**src/rtl/dm_arbiter.sv**
```systemverilog
// dm_arbiter: shares one byte-enabled data memory between the CPU M stage
// (port 0) and a DMA/debug master (port 1). CPU has priority, but a waiting
// DMA request is forced through after WAIT_LIMIT contested cycles. Once the
// DMA master holds the memory it keeps it for up to MAX_BURST grants while
// the CPU is also asking. CPU sub-word stores get lane steering, and CPU
// loads get lane extraction with sign or zero extension.
module dm_arbiter #(
    parameter int MAX_BURST  = 4,
    parameter int WAIT_LIMIT = 8,
    parameter int CNT_W      = 4
) (
    input  logic        clk,
    input  logic        rst,
    input  logic        cpu_req,
    input  logic        cpu_we,
    input  logic [31:0] cpu_addr,
    input  logic [31:0] cpu_wdata,
    input  logic [2:0]  cpu_op,
    output logic        cpu_gnt,
    output logic        cpu_stall,
    output logic [31:0] cpu_rdata,
    output logic        cpu_err,
    input  logic        dma_req,
    input  logic        dma_we,
    input  logic [31:0] dma_addr,
    input  logic [31:0] dma_wdata,
    output logic        dma_gnt,
    output logic [31:0] dma_rdata,
    output logic        dma_rvalid,
    output logic        mem_we,
    output logic [31:0] mem_addr,
    output logic [3:0]  mem_byteen,
    output logic [31:0] mem_wdata,
    input  logic [31:0] mem_rdata
);

    typedef enum logic {S_CPU = 1'b0, S_DMA = 1'b1} state_t;

    localparam logic [CNT_W-1:0] L_MAX_BURST = CNT_W'(MAX_BURST);
    localparam logic [CNT_W-1:0] L_WAIT_LIM  = CNT_W'(WAIT_LIMIT);

    state_t             r_state;
    logic [CNT_W-1:0]   r_burst_cnt;
    logic [CNT_W-1:0]   r_wait_cnt;
    logic [31:0]        r_dma_rdata;
    logic               r_dma_rvalid;

    logic               w_cpu_gnt;
    logic               w_dma_gnt;
    logic               w_is_half;
    logic               w_is_byte;
    logic               w_is_word;
    logic               w_signed;
    logic               w_mis;
    logic [3:0]         w_cpu_be;
    logic [31:0]        w_cpu_wd;
    logic [31:0]        w_ld_sh;
    logic [31:0]        w_ld_data;

    // Decode the CPU access size; codes 5-7 fall through to word
    always_comb begin
        w_is_half = (cpu_op == 3'd1) || (cpu_op == 3'd2);
        w_is_byte = (cpu_op == 3'd3) || (cpu_op == 3'd4);
        w_is_word = !w_is_half && !w_is_byte;
        w_signed  = (cpu_op == 3'd1) || (cpu_op == 3'd3);
        w_mis     = (w_is_half && cpu_addr[0]) || (w_is_word && (cpu_addr[1:0] != 2'b00));
    end

    // Pick at most one requester per cycle from the current state and counters
    always_comb begin
        w_cpu_gnt = 1'b0;
        w_dma_gnt = 1'b0;
        if (r_state == S_CPU) begin
            if (cpu_req && (!dma_req || (r_wait_cnt < L_WAIT_LIM)))
                w_cpu_gnt = 1'b1;
            else if (dma_req)
                w_dma_gnt = 1'b1;
        end else begin
            if (dma_req && (!cpu_req || (r_burst_cnt < L_MAX_BURST)))
                w_dma_gnt = 1'b1;
            else if (cpu_req)
                w_cpu_gnt = 1'b1;
        end
    end

    // Steer CPU store data and byte enables onto the addressed lanes
    always_comb begin
        w_cpu_be = 4'hF;
        w_cpu_wd = cpu_wdata;
        if (w_is_half) begin
            w_cpu_be = 4'b0011 << cpu_addr[1:0];
            w_cpu_wd = {2{cpu_wdata[15:0]}};
        end else if (w_is_byte) begin
            w_cpu_be = 4'b0001 << cpu_addr[1:0];
            w_cpu_wd = {4{cpu_wdata[7:0]}};
        end
    end

    // Pull the addressed byte/half down to bit 0 and extend it
    always_comb begin
        w_ld_sh   = mem_rdata >> {cpu_addr[1:0], 3'b000};
        w_ld_data = mem_rdata;
        if (w_is_half)
            w_ld_data = w_signed ? {{16{w_ld_sh[15]}}, w_ld_sh[15:0]} : {16'h0, w_ld_sh[15:0]};
        else if (w_is_byte)
            w_ld_data = w_signed ? {{24{w_ld_sh[7]}}, w_ld_sh[7:0]} : {24'h0, w_ld_sh[7:0]};
    end

    // Memory port mux; a misaligned CPU grant leaves the memory untouched
    always_comb begin
        mem_we     = 1'b0;
        mem_addr   = 32'h0;
        mem_byteen = 4'h0;
        mem_wdata  = 32'h0;
        if (w_dma_gnt) begin
            mem_we     = dma_we;
            mem_addr   = dma_addr & 32'hFFFF_FFFC;
            mem_byteen = 4'hF;
            mem_wdata  = dma_wdata;
        end else if (w_cpu_gnt && !w_mis) begin
            mem_we     = cpu_we;
            mem_addr   = cpu_addr & 32'hFFFF_FFFC;
            mem_byteen = w_cpu_be;
            mem_wdata  = w_cpu_wd;
        end
    end

    assign cpu_gnt    = w_cpu_gnt;
    assign dma_gnt    = w_dma_gnt;
    assign cpu_stall  = cpu_req & ~w_cpu_gnt;
    assign cpu_err    = w_cpu_gnt & w_mis;
    assign cpu_rdata  = w_mis ? 32'h0 : w_ld_data;
    assign dma_rdata  = r_dma_rdata;
    assign dma_rvalid = r_dma_rvalid;

    // Arbitration FSM with saturating burst/wait counters and the DMA read register
    always_ff @(posedge clk) begin
        if (!rst) begin
            r_state      <= S_CPU;
            r_burst_cnt  <= '0;
            r_wait_cnt   <= '0;
            r_dma_rdata  <= 32'h0;
            r_dma_rvalid <= 1'b0;
        end else begin
            r_dma_rvalid <= w_dma_gnt & ~dma_we;
            if (w_dma_gnt && !dma_we)
                r_dma_rdata <= mem_rdata;
            case (r_state)
                S_CPU: begin
                    if (w_cpu_gnt) begin
                        if (dma_req && (r_wait_cnt < L_WAIT_LIM))
                            r_wait_cnt <= r_wait_cnt + CNT_W'(1);
                    end else if (w_dma_gnt) begin
                        r_wait_cnt  <= '0;
                        r_burst_cnt <= CNT_W'(1);
                        r_state     <= S_DMA;
                    end else begin
                        r_wait_cnt <= '0;
                    end
                end
                S_DMA: begin
                    if (w_dma_gnt) begin
                        if (r_burst_cnt < L_MAX_BURST)
                            r_burst_cnt <= r_burst_cnt + CNT_W'(1);
                    end else begin
                        // either the burst ended or the CPU took its turn
                        r_burst_cnt <= '0;
                        r_state     <= S_CPU;
                    end
                end
                default: r_state <= S_CPU;
            endcase
        end
    end

endmodule

```
**config.mk**
```make
export PLATFORM = sky130hd
export DESIGN_NAME = dm_arbiter
export DESIGN_NICKNAME = d
export VERILOG_FILES = /design/src/rtl/dm_arbiter.sv
export SDC_FILE = /design/constraint.sdc
export NUM_CORES = 1
export LEC_CHECK = 0
export BUFFER_PORTS_ARGS = -buffer_cell sky130_fd_sc_hd__buf_2
export CORE_ASPECT_RATIO = 0.7
export CORE_MARGIN = 4
export CORE_UTILIZATION = 34
export DETAILED_ROUTE_END_ITERATION = 10
export GPL_ROUTABILITY_DRIVEN = 0
export HOLD_SLACK_MARGIN = 0.12
export PLACE_DENSITY = 0.73
export SLEW_MARGIN = 30
export SYNTH_ARGS = -nofsm -noshare
export SYNTH_HDL_FRONTEND = slang
export SYNTH_SLANG_ARGS = --single-unit
```
**constraint.sdc**
```tcl
create_clock -name clk -period 3.65 [get_ports clk]
set_input_delay 0.5475 -clock clk [delete_from_list [all_inputs] [get_ports clk]]
set_output_delay 0.5475 -clock clk [all_outputs]
set_load 0.01 [all_outputs]
```
# Yosys cells after proc, flatten, opt, wreduce, memory -nomap -nowiden
# Cells that the tools add are included.
dict set report word_totals {
  word_cells 84
  output_inout_bits 138
  in_bits 169
  regBits 42
}
dict set report classes {
  addsub 2
  muxes 35
  n_shift 3
  eq_ne 8
  n_reduce_logical 23
  bitwise 6
  order_cmp 2
}
# cell n
set op_table {}
lappend op_table {{$mux 32} 11}
lappend op_table {{$mux 4} 10}
lappend op_table {{$shr 32x5->16} 1}
lappend op_table {{$mux 1} 12}
lappend op_table {{$add 4x1->4 const B} 2}
lappend op_table {{$logic_and 1x1->1} 8}
lappend op_table {{$pmux 4 s2} 1}
lappend op_table {{$eq 3x2->1 const B} 2}
lappend op_table {{$logic_not 1->1} 6}
lappend op_table {{$logic_or 1x1->1} 6}
lappend op_table {{$lt 4x3->1 const B} 1}
lappend op_table {{$lt 4x4->1 const B} 1}
lappend op_table {{$ne 2x2->1 const B} 2}
lappend op_table {{$shl 1x2->4 const A} 1}
lappend op_table {{$shl 2x2->4 const A} 1}
lappend op_table {{$and 1x1->1} 3}
lappend op_table {{$eq 3x1->1 const B} 1}
lappend op_table {{$eq 3x3->1 const B} 1}
lappend op_table {{$ne 3x2->1 const B} 1}
lappend op_table {{$not 1->1} 3}
lappend op_table {{$reduce_and 3->1} 1}
lappend op_table {{$ne 2x1->1 const B} 1}
lappend op_table {{$pmux 1 s2} 1}
lappend op_table {{$reduce_and 2->1} 1}
lappend op_table {{$reduce_bool 2->1} 1}

# Logic depth before layout (Yosys ltp)
# Gate-level depths: netlist (run 1).
dict set report depth {
  depth_word 10
  mapped_depth 10
  ltp_nobuf 6
}

# Worst setup path after synthesis (run 1)
# No wires, ideal clock.
dict set report synth_path {
  kind {input-to-output}
  startpoint {input port cpu_addr[0]}
  endpoint {output port mem_addr[10]}
  path_buffers 5
  t_arrival_ns 2.659
  path_slack_ns 0.443
  path_stages 10
  required_ns 3.102
  cell_sequence {buf_2 buf_1 clkinv_1 ha_1 or2_2 clkbuf_1 and4_4 buf_6 buf_6 a22o_1}
}
dict set report synth_between {
  elab_chain_len 7
  elab_cells_between_ends 8
  cone_classes {mux: 2; reduce/logical: 6}
}
# item line
set synth_rtl {}
lappend synth_rtl {{from (decl)} 16} ;# input logic [31:0] cpu_addr,
lappend synth_rtl {{$reduce_bool 2->1} 66} ;# w_mis = (w_is_half && cpu_addr[0]) || (w_is_word && (cpu_addr[1:0] != 2'b00));
lappend synth_rtl {{$logic_and 1x1->1} 66}
lappend synth_rtl {{$logic_or 1x1->1 *} 66}
lappend synth_rtl {{$logic_not 1->1 *} 120} ;# end else if (w_cpu_gnt && !w_mis) begin
lappend synth_rtl {{$logic_and 1x1->1 *} 120}
lappend synth_rtl {{$mux 32 *} 120}
lappend synth_rtl {{$mux 32 *} 115} ;# if (w_dma_gnt) begin
lappend synth_rtl {{to (decl)} 31} ;# output logic [31:0] mem_addr,
# Every way passes the cells marked *; elsewhere a longest branch is shown, timed or not.

# Worst setup path in the final report (run 1)
dict set report layout_path {
  startpoint {register r_state}
  endpoint {output port mem_byteen[1]}
}
dict set report layout_between {
  elab_chain_len 4
  elab_cells_between_ends 5
  cone_classes {mux: 4; reduce/logical: 1}
}
# item line
set layout_rtl {}
lappend layout_rtl {{from (decl)} 42} ;# state_t r_state;
lappend layout_rtl {{from (signal assigned)} 139} ;# r_state <= S_CPU;
lappend layout_rtl {{from (signal assigned)} 156} ;# r_state <= S_DMA;
lappend layout_rtl {{from (signal assigned)} 168} ;# r_state <= S_CPU;
lappend layout_rtl {{$mux 1} 73} ;# if (r_state == S_CPU) begin
lappend layout_rtl {{$logic_and 1x1->1} 120}
lappend layout_rtl {{$mux 4} 120}
lappend layout_rtl {{$mux 4 *} 115}
lappend layout_rtl {{to (decl)} 32} ;# output logic [3:0] mem_byteen,
# Marks and branches as above.

==> flow_summary.yaml, run 1 <==
critical_path:
  crit_arrival_ns: 2.67
  timing_worst_setup_path_type: "flop to primary output"
  end_kind: "primary output"
  worstSetupEndpoint: "mem_byteen[1]"
  rr_endpoint: "r_burst_cnt[0]$_SDFFE_PN0P_"
  rr_startpoint: "r_state$_SDFF_PN0_"
  start_kind: "flop"
  rr_worst_depth: 5
  cp-startpoint: "r_state$_SDFF_PN0_"
  crit_required_ns: 3.10
  r2r_setup_slack_ns: 1.16
  cp_max_fo: 42
sta:
  worst_pin_slew_ns: 0.839
  setup_violations: 0
  grt_setup_unrepaired: "false"
  fin_setup_tns_ns: 0
  slew_headroom_pct: 43.8
  timing.final.hold_violations: 0
  final_max_slew_viol_count: 0
  finalCritPeriodShare_pct: 88.1
  finalClockSkew_ns: 0.00334
  max_freq_ghz: 0.311
  min_period_ns: 3.22
floorplan:
  dieArea_sq_um: 14100
  coreArea_sq_um: 11900
  top_level_ports: 307
  die_h_um: 101
  num_rows: 33
  die_width_um: 140
  initial_core_util_pct: 35.1
synthesis:
  synth_top_cell_by_area: "dfxtp_1"
  yosysMostFrequentCell: "mux2i_1"
  synth_cells: 539
  synth_area_leaders: "dfxtp_1 20%, mux2i_1 12%, a22o_1 8.4%, nor2b_1 5.9%, o21ai_0 5.6%"
  synth.distinct_cells: 61
  synth_ff_type: "dfxtp_1"
  synth.avg_cell_area_sq_um: 7.73
  yosysTopAreaCellShare_pct: 20.2
  yosys-top-cells-count: "52 x mux2i_1, 47 x o21ai_0, 46 x nand2_1"
  syn_area_sq_um: 4170
  ys_seq_area_share_pct: 20.2
  synth_async_sr_flop_share_pct: 0
  synth_seq_cells: 42
  yosys_warnings: 0
  synth_edf_count: 0
cells_and_area:
  finalNetCount: 986
  stdcell_count: 971
  syn_to_final_growth_pct: 41.5
  final_util_pct: 49.7
  drive_gt1_share_pct: 43.0
power_and_ir_drop:
  sequentialPowerShare_pct: 27.9
  power_frac_comb_pct: 42.7
  p_leak_nw: 2.91
  power.density_nw_per_um2: 295
  clockPowerShare_pct: 29.3
  ir_drop_mv: 0.245
  power.internal_w: 0.00112
  swShare_pct: 35.7
  p_sw_w: 0.000620
clocking:
  hold_buffers: 0
  clk_path_buf_depth: 2
  cts-root-buf: "clkbuf_16"
  postCtsSetupBuffers: 0
  cts_sinks: 42
  postCtsResizedCells: 0
  cts_buffers: 5
  htreeDepth: 2
  clk_latency_ns: 0.29
  path_clk_slew_ns: 0.06
  cts_tree: "done"
placement:
  hpwlAfterDp_mm: 14.6
  place.port_buffers: 302
  place_inst: 961
routing:
  remaining_drc_errors: 0
  wl_mm: 18.7
  wl_per_cell_um: 19.3
  drt_iter0_markers: 452
  dr.pass1.iters: 5
  vias: 5338
  viasPerCell: 5.50
  ant_nets: 0
global_routing:
  antenna_found_initial: 4
  grt_pass1_vias: 4736
  gr-total-overflow: 0
  grt_pass1_wl_mm: 27.4
  grt_usage_pct: 24.4
  grt_max_degree: 43
flow_run:
  max_cap_viol_count: 0
outcome:
  status: "completed"
min_path:
  hold_class: "flop to flop"
[through the flow]
step	hold slack, ns	worst slack [ns]	total power (W)	area [sq um]
after floorplan	0.446	0.443	0.000915	4170
after detailed placement	0.465	0.528	0.00123	5720
after CTS	0.475	0.454	0.00175	5890
final	0.480	0.434	0.00174	5890
after global routing	0.509	0.209	0.00183	5890
after global placement	0.466	0.569	0.00122	5700
[power groups by stage]
stage               logic (W)  registers, W  clock network (W)
floorplan            0.000415      0.000500                  0
global placement     0.000730      0.000495                  0
detailed placement   0.000740      0.000495                  0
CTS                  0.000744      0.000485           0.000519
global route         0.000805      0.000487           0.000539
finish               0.000743      0.000486           0.000510
[logic make-up (layout without fill, tap and decap cells)]
kind of cell               Yosys count  count (layout)  synth area share [%]
DFF                                 42              42                  20.2
xor gates and xnor gates             2               2                 0.421
and+or+nand+nor                    157             157                  19.9
buffers and inverters               69             341                  8.35
other                                1               4                0.0900
AOI/OAI and AO/OA                  208             208                  35.9
muxes                               54              54                  13.3
adders and majority gates            6               6                  1.80
[registers in the layout, summed over array words and instances (netlist names)]
| signal | flops |
|---|---|
| dma_rvalid | 1 |
| r_wait_cnt | 4 |
| dma_rdata | 32 |
| r_state | 1 |
| r_burst_cnt | 4 |
[critical path, cell delays in order (launching register included)]
cell and delay [ns]:
dfxtp_1 0.51, nor3b_2 0.32, o31a_2 0.72, buf_4 0.45, o21bai_1 0.18, buf_2 0.17
[layer usage]
layer	track usage (%)	part of all wire (%)	vias up
li1	-	-	2559
met1	32.3	41	2491
met2	39.7	48	266
met3	7.40	10	18
met4	4.91	0.85	4
met5	0	0.11	-
[layout make-up]
class	instances	area (sq um)
diodes	2	5.00
repair buffers	317	1620
clock inverters	3	40.0
multi-input cells	429	3000
inverters	16	60.1
fillers	1182	5960
well taps	157	196
flip-flops and latches	42	841
clock buffers	5	125
[worst min-delay path by stage]
stage                                        endpoint  cells after the start  slack, ns                   startpoint
after detailed placement  r_burst_cnt[3]$_SDFFE_PN0P_                      2       0.47  r_burst_cnt[3]$_SDFFE_PN0P_
final                     r_burst_cnt[3]$_SDFFE_PN0P_                      2       0.48  r_burst_cnt[3]$_SDFFE_PN0P_
after global routing      r_burst_cnt[3]$_SDFFE_PN0P_                      2       0.51  r_burst_cnt[3]$_SDFFE_PN0P_
after global placement    r_burst_cnt[3]$_SDFFE_PN0P_                      2       0.47  r_burst_cnt[3]$_SDFFE_PN0P_
after CTS                 r_burst_cnt[3]$_SDFFE_PN0P_                      2       0.48  r_burst_cnt[3]$_SDFFE_PN0P_
after floorplan           r_burst_cnt[3]$_SDFFE_PN0P_                      2       0.45  r_burst_cnt[3]$_SDFFE_PN0P_
[cells in the final DEF, fill, tap and decap left out, types with 3 or more instances in the layout]
master     count
buf_2        302
mux2i_1       52
o21ai_0       47
nand2_1       46
dfxtp_1       42
a22o_1        40
nor2b_1       39
nor2_1        32
a21oi_1       30
o22ai_1       18
a211oi_1      16
buf_4         15
inv_1         14
nor3b_1        9
a2bb2oi_1      8
a32o_1         8
o221ai_1       8
o221a_2        8
or3_1          7
ha_1           6
o21bai_1       5
clkbuf_16      5
and2_1         3
a22oi_1        3
Power figures use the tool's default switching activity.
==> run 2: changes to the inputs <==
--- a/config.mk
+++ b/config.mk
@@ -13,6 +13,7 @@
 export GPL_ROUTABILITY_DRIVEN = 0
 export HOLD_SLACK_MARGIN = 0.12
 export PLACE_DENSITY = 0.73
+export REMOVE_ABC_BUFFERS = 1
 export SLEW_MARGIN = 30
 export SYNTH_ARGS = -nofsm -noshare
 export SYNTH_HDL_FRONTEND = slang
==> flow_summary.yaml, run 2 (same netlist as run 1, synthesis figures left out) <==
cells_and_area:
  final_common_cell: "buf_2"
  largest_reg_flops: 32
  final_area_sq_um: 5870
  final_cell_mix: "302 x buf_2, 52 x mux2i_1, 47 x o21ai_0, 46 x nand2_1, 42 x dfxtp_1"
  stdcell_count: 966
  drive_gt1_share_pct: 42.8
  num_antenna_cells: 0
  syn_to_final_growth_pct: 41.0
  finalNetCount: 983
sta:
  fin_setup_tns_ns: 0
  fin_ws_ns: 0.446
  max_freq_ghz: 0.312
  final_max_slew_viol_count: 0
  worst_pin_slew_ns: 0.914
  setup_violations: 0
  timing.final.hold_violations: 0
  min_period_ns: 3.20
  finalCritPeriodShare_pct: 87.8
  finalClockSkew_ns: 0.00350
  slew_headroom_pct: 38.8
  grt_setup_unrepaired: "false"
clocking:
  postCtsResizedCells: 0
  hold_buffers: 0
  cts-root-buf: "clkbuf_16"
  cts_sinks: 42
  cts_tree: "done"
  path_clk_slew_ns: 0.06
  cts_buffers: 5
  htreeDepth: 2
  clk_path_buf_depth: 2
  clk_latency_ns: 0.28
  postCtsSetupBuffers: 0
placement:
  hpwlAfterDp_mm: 13.9
  place_inst: 958
  place_ws_ns: 0.476
  dpl_cell_area_sq_um: 5710
  place.port_buffers: 302
floorplan:
  coreArea_sq_um: 11900
  num_rows: 33
  die_h_um: 101
  dieArea_sq_um: 14100
  top_level_ports: 307
  die_width_um: 140
  initial_core_util_pct: 35.1
global_routing:
  grt_pass1_vias: 4797
  grt_max_degree: 48
  grt_usage_pct: 22.9
  gr-total-overflow: 0
  grt_pass1_wl_mm: 26.3
  antenna_found_initial: 1
power_and_ir_drop:
  ir_drop_mv: 0.165
  power.density_nw_per_um2: 294
  p_leak_nw: 2.90
  finalPower_w: 0.00172
routing:
  ant_nets: 0
  wl_mm: 17.7
  vias: 5248
  viasPerCell: 5.43
  drt_iter0_markers: 432
  wl_per_cell_um: 18.3
  dr.pass1.iters: 5
  remaining_drc_errors: 0
outcome:
  status: "completed"
critical_path:
  end_kind: "primary output"
  crit_arrival_ns: 2.66
  start_kind: "input port"
  crit_required_ns: 3.10
  timing_worst_setup_path_type: "input port to primary output"
  cp_max_fo: 17
flow_run:
  max_cap_viol_count: 0
min_path:
  hold_class: "flop to flop"
run 2: cell type report:
cell class	instances	area, sq um
fillers	1193	5980
multi-input cells	429	3000
repair buffers	314	1610
flip-flops and latches	42	841
well taps	157	196
clock buffers	5	125
inverters	16	60.1
clock inverters	3	40.0
run 2: final timing paths:
kind	startpoint	end	slack [ns]	cells past startpoint
setup / recovery	cpu_addr[1]	cpu_rdata[30]	0.45	8
hold / removal	r_burst_cnt[3]$_SDFFE_PN0P_	r_burst_cnt[3]$_SDFFE_PN0P_	0.47	2
setup reg to reg	r_state$_SDFF_PN0_	dma_rdata[6]$_SDFFE_PN0P_	1.77	4
hold reg to reg	r_burst_cnt[3]$_SDFFE_PN0P_	r_burst_cnt[3]$_SDFFE_PN0P_	0.47	2
run 2: metal layers:
metal,GRT usage [%],vias to the layer above,wire length (um)
li1,-,2550,-
met5,0,-,20
met2,33.4,233,7860
met1,33.3,2437,7980
met4,5.51,2,407
met3,6.21,26,1440
run 2: critical path, stage by stage:
cell and delay (ns):
buf_2 0.11, clkinv_1 0.17, ha_1 0.27, nor2_1 0.06, o21ai_1 0.38, nand4_2 0.53
a211oi_1 0.41, buf_2 0.19
run 2: where the power goes:
part,total [W],internal [W],switching (W)
Sequential,0.000485,0.000475,0.0000100
Clock,0.000502,0.000320,0.000182
Combinational,0.000737,0.000322,0.000414
run 2: per-stage QoR:
step,util [%],hold WS (ns)
3_3_place_gp,48.1,0.459
5_1_grt,49.6,0.520
3_5_place_dp,48.2,0.462
6_report,49.6,0.469
4_1_cts,49.6,0.472
2_1_floorplan,-,0.446
